$ cat src/rtl/requant_drain.sv
// East-edge drain: round-half-up shift, optional ReLU, saturate, then buffer in a credit-checked FIFO.
// Define REQUANT_STATS_EN to build the saturation event counter behind sat_count.
module requant_drain #(
   parameter int unsigned datawidth = 11,
   parameter int unsigned columns   = 64,
   parameter int unsigned depth     = 8,
   localparam int unsigned accwidth = 2*datawidth + $clog2(columns),
   localparam int unsigned cntw     = $clog2(depth) + 1
) (
   input  logic                   clk,
   input  logic                   rst_overall_n,
   input  logic [accwidth-1:0]    psum_in,
   input  logic                   psum_valid,
   output logic                   psum_ready,
   input  logic [4:0]             shift_amt,
   input  logic                   relu_en,
   output logic [datawidth-1:0]   out_data,
   output logic                   out_valid,
   input  logic                   out_ready,
   output logic [cntw-1:0]        fifo_count,
   output logic                   drop_flag,
   output logic [15:0]            sat_count
);

   localparam int unsigned ptrw = $clog2(depth);
   localparam logic signed [accwidth:0] sat_max =
      {{(accwidth+2-datawidth){1'b0}}, {(datawidth-1){1'b1}}};
   localparam logic signed [accwidth:0] sat_min =
      {{(accwidth+2-datawidth){1'b1}}, {(datawidth-1){1'b0}}};

   logic                        accept;
   logic                        s1_valid;
   logic signed [accwidth-1:0]  s1_psum;
   logic [4:0]                  s1_shift;
   logic                        s1_relu;
   logic [accwidth:0]           s1_half;
   logic signed [accwidth:0]    s1_sum;
   logic signed [accwidth:0]    s1_r;

   logic                        s2_valid;
   logic signed [accwidth:0]    s2_r;
   logic                        s2_relu;
   logic                        s2_neg;
   logic                        s2_hi;
   logic                        s2_lo;
   logic [datawidth-1:0]        s2_res;

   logic [datawidth-1:0]        mem [depth];
   logic [ptrw-1:0]             wr_ptr;
   logic [ptrw-1:0]             rd_ptr;
   logic                        push;
   logic                        pop;
   logic [cntw:0]               inflight;

   // Credit counts everything already committed downstream, so S2 never meets a full FIFO.
   always_comb begin
      inflight   = {1'b0, fifo_count} + (cntw+1)'(s1_valid) + (cntw+1)'(s2_valid);
      psum_ready = inflight < (cntw+1)'(depth);
   end

   assign accept = psum_valid && psum_ready;

   always_ff @(posedge clk or negedge rst_overall_n) begin
      if (!rst_overall_n) begin
         s1_valid <= 1'b0;
         s1_psum  <= '0;
         s1_shift <= '0;
         s1_relu  <= 1'b0;
      end else begin
         s1_valid <= accept;
         if (accept) begin
            s1_psum  <= psum_in;
            s1_shift <= shift_amt;
            s1_relu  <= relu_en;
         end
      end
   end

   // One extra bit of headroom keeps the rounding add from wrapping.
   always_comb begin
      s1_half = '0;
      if (s1_shift != '0)
         s1_half = (accwidth+1)'(1) << (s1_shift - 5'd1);
      s1_sum = $signed({s1_psum[accwidth-1], s1_psum}) + $signed(s1_half);
      s1_r   = s1_sum >>> s1_shift;
   end

   always_ff @(posedge clk or negedge rst_overall_n) begin
      if (!rst_overall_n) begin
         s2_valid <= 1'b0;
         s2_r     <= '0;
         s2_relu  <= 1'b0;
      end else begin
         s2_valid <= s1_valid;
         if (s1_valid) begin
            s2_r    <= s1_r;
            s2_relu <= s1_relu;
         end
      end
   end

   always_comb begin
      s2_neg = s2_r[accwidth];
      s2_hi  = s2_r > sat_max;
      s2_lo  = s2_r < sat_min;
      if (s2_relu && s2_neg)
         s2_res = '0;
      else if (s2_hi)
         s2_res = {1'b0, {(datawidth-1){1'b1}}};
      else if (s2_lo)
         s2_res = {1'b1, {(datawidth-1){1'b0}}};
      else
         s2_res = s2_r[datawidth-1:0];
   end

   assign push = s2_valid;
   assign pop  = out_ready && (fifo_count != '0);

   always_ff @(posedge clk or negedge rst_overall_n) begin
      if (!rst_overall_n) begin
         wr_ptr     <= '0;
         rd_ptr     <= '0;
         fifo_count <= '0;
         for (int unsigned i = 0; i < depth; i++)
            mem[i] <= '0;
      end else begin
         if (push) begin
            mem[wr_ptr] <= s2_res;
            wr_ptr      <= wr_ptr + ptrw'(1);
         end
         if (pop)
            rd_ptr <= rd_ptr + ptrw'(1);
         case ({push, pop})
            2'b10:   fifo_count <= fifo_count + cntw'(1);
            2'b01:   fifo_count <= fifo_count - cntw'(1);
            default: fifo_count <= fifo_count;
         endcase
      end
   end

   assign out_data  = mem[rd_ptr];
   assign out_valid = fifo_count != '0;

   always_ff @(posedge clk or negedge rst_overall_n) begin
      if (!rst_overall_n)
         drop_flag <= 1'b0;
      else if (psum_valid && !psum_ready)
         drop_flag <= 1'b1;
   end

`ifdef REQUANT_STATS_EN
   logic sat_hit;
   assign sat_hit = s2_valid && !(s2_relu && s2_neg) && (s2_hi || s2_lo);

   always_ff @(posedge clk or negedge rst_overall_n) begin
      if (!rst_overall_n)
         sat_count <= '0;
      else if (sat_hit && (sat_count != 16'hFFFF))
         sat_count <= sat_count + 16'd1;
   end
`else
   assign sat_count = '0;
`endif

endmodule
$ cat config.mk
export PLATFORM = sky130hd
export DESIGN_NAME = requant_drain
export DESIGN_NICKNAME = d
export VERILOG_FILES = /design/src/rtl/requant_drain.sv
export SDC_FILE = /design/constraint.sdc
export NUM_CORES = 1
export LEC_CHECK = 0
export BUFFER_PORTS_ARGS = -buffer_cell sky130_fd_sc_hd__buf_4
export CAP_MARGIN = 30
export CORE_MARGIN = 4
export CORE_UTILIZATION = 50
export DETAILED_ROUTE_END_ITERATION = 12
export PLACE_DENSITY_LB_ADDON = 0.2
export SETUP_SLACK_MARGIN = 0.4
export SLEW_MARGIN = 15
export SYNTH_ARGS = -nofsm -noshare
export SYNTH_HDL_FRONTEND = slang
export SYNTH_SLANG_ARGS = --single-unit
$ cat constraint.sdc
create_clock -name clk -period 4.7 [get_ports clk]
set_input_delay 0 -clock clk [delete_from_list [all_inputs] [get_ports clk]]
set_output_delay 0 -clock clk [all_outputs]
set_load 0.1 [all_outputs]
==> impl_metrics.ini <==
[yosys]
avgSynthCellArea_um2 = 8.64
ys_warn_count = 0
synthArstFlopShare_pct = 100
synthCells = 1309
synth_fa_ha_area_share_pct = 4.12
synth_compound_area_share_pct = 23.8
synth-main-ff-cell = dfrtp_1
synth_top_family_by_area = compound AO/OA/AOI/OAI gates
synth_edf_count = 0
ys_ff_latch = 165
syn_area_um2 = 11300
synth_cell_type_count = 98
synth.area.mux_share_pct = 8.74
seq_area_frac_synth_pct = 36.5
synth-simple-area-share_pct = 19.3
synth_xor_area_share_pct = 2.52

[critical_path]
critPathMaxFanout = 7
cpPeakStageDelay_ps = 400
cp.arrival_ps = 4540
critical_path_buf_inv_count = 2
cp_common_cell = a211oi_2
cp-start-kind = register
critical_path_class = reg -> reg
cp_top_family = compound AO/OA/AOI/OAI gates
cp_slowest_cell = dfrtp_1
end_kind = register
critPathRequiredTime_ps = 4990
path_cells = inv_2 -> buf_4 -> nor2_1 -> and3_2 -> ha_1 -> a21oi_1 -> o21ai_2 -> a22o_1 -> o31ai_4 -> mux2i_1 -> a211oi_2 -> a211oi_2 -> mux2_4 -> a2111oi_4 -> a211oi_1

[sta]
clock.fmax_mhz = 235
hold_viol = 0
tightest_slew_ps = 924
max_slew_margin_pct = 38.2
rsz0062_at_grt = yes
tns_ps = 0
fin_crit_ps = 4250
fin_worst_skew_ps = 15.1
slew_violations = 0
finalSetupViolations = 0
period_share_pct = 90.3
whs_ps = 123

[die]
die_w_um = 158
die_h_um = 158
start_util_pct = 51.3
die_area_um2 = 25100
core_um2 = 22000
rows = 54
pin_count = 72

[route]
wire_per_inst_um = 22.0
wl_um = 37400
drtIter0Drc = 1261
drc = 0
vias_per_cell = 6.36
firstDrtPassIters = 5
ant_nets = 0
routed-via-count = 10800

[clocking]
cts_tree = yes
clock_path_buffers = 2
cts-root-buf = clkbuf_16
cts_buffers = 17
insertion_delay_ps = 440
cts.sinks = 165
htree_levels = 4
path_clk_slew_ps = 70

[outcome]
outcome = complete, no violations

[global_route]
antenna_found_initial = 1
grt_usage_pct = 30.4
grt_max_degree = 75
grt_pass1_wl_um = 59100
first_global_vias = 10400
grt_overflow = 0

[layout]
drive_above_1_share_pct = 21.2
final_common_cell = nand2_1
nNetsFinal = 1479
fin_area_um2 = 13400
mostFrequentLayoutCells = nand2_1, dfrtp_1, o21ai_0
area_growth_pct = 18.9
stdcell_count = 1698
diodes = 0

[flow_run]
drv_cap = 0

[pwr]
irDropWorstVdd_mv = 0.406
leakage_uw = 0.00583
finalPower_uw = 11200
p_per_area_nw_per_um2 = 834

[place]
routabilityCongestion = 1.04
dp_hpwl_um = 26800
port_buffers = 55
dp_cells = 1621
post_dp_cell_area_um2 = 12200

[min_path]
worstHoldPathType = in -> async
[kinds of logic after synthesis]
logic type	count (synthesis)
AO/OA/AOI/OAI	401
XOR/XNOR	30
adder cells (fa/ha/maj)	36
buffers and inverters	122
flip-flops	165
multiplexers	64
other	1
AND/OR/NAND/NOR	490
[metrics by stage]
step / util (%) / worst slack [ps]
2_1_floorplan: - / 500
3_3_place_gp: 55.1 / 110
3_5_place_dp: 55.2 / 109
4_1_cts: 59.7 / 408
5_1_grt: 61.0 / 378
6_report: 61.0 / 454
[report_power, final]
group / switching, µW / internal [µW]
combinational: 4680 / 2500
sequential: 541 / 2070
clock: 665 / 753
total: 5880 / 5330
[worst register-to-register path: stages (launching register included)]
cell       delay [ps]
dfrtp_1           400
inv_2             120
buf_4             190
nor2_1            320
and3_2            330
ha_1              330
a21oi_1           260
o21ai_2           120
a22o_1            320
o31ai_4           320
mux2i_1           130
a211oi_2          320
a211oi_2          180
mux2_4            340
a2111oi_4         340
a211oi_1           90
[worst paths after layout]
kind	endpoint	depth (start not counted)	slack, ps	from
max	s2_r[1]	15	450	s1_shift[3]
min	fifo_count[1]	2	120	rst_overall_n
max reg2reg	s2_r[1]	15	450	s1_shift[3]
min reg2reg	mem[31]	2	480	mem[31]
max in group asynchronous	s1_shift[1]	3	3300	rst_overall_n
min in group clk	s1_psum[22]	4	290	psum_in[22]
[area by class of cell]
type	instances	area (µm²)
clock buffers	17	425
well taps	280	350
repair buffers	164	1380
flip-flops and latches	165	4130
clock inverters	15	170
multi-input cells	1037	6910
fillers	1901	8590
inverters	20	78.8
[layer usage]
metal / GRT usage (%) / vias up / routed length, µm
met3: 6.55 / 122 / 3330
met2: 47.0 / 560 / 17000
met1: 41.1 / 5196 / 15300
met4: 13.7 / 2 / 1620
li1: - / 4927 / -
met5: 0 / - / 11
[sequential cells by signal, indices dropped and copies added, names as in the netlist, 3 cells and up]
register,count
fifo_count,4
mem,88
rd_ptr,3
s1_psum,28
s1_shift,5
s2_r,29
wr_ptr,3
[synthesized netlist by cell type (19+ instances only)]
library cell | count | area (µm²)
o21ai_1 | 24 | 120
mux2_2 | 20 | 225
o21ai_0 | 141 | 706
mux4_2 | 25 | 563
inv_1 | 19 | 71.3
a21oi_1 | 67 | 335
nor3_1 | 29 | 145
clkbuf_1 | 59 | 221
buf_4 | 19 | 143
nand2_1 | 276 | 1040
nor2_1 | 76 | 285
nand3_1 | 29 | 145
dfrtp_1 | 165 | 4130
ha_1 | 34 | 425
[repair_timing]
item,CTS,global route
cloned,0,0
pin swaps,0,5
hold buffers,37,0
endpoints found under the hold margin,109,0
setup endpoints to repair,26,27
gates resized for setup,10,54
buffers inserted,0,7
Power figures use the tool's default switching activity.
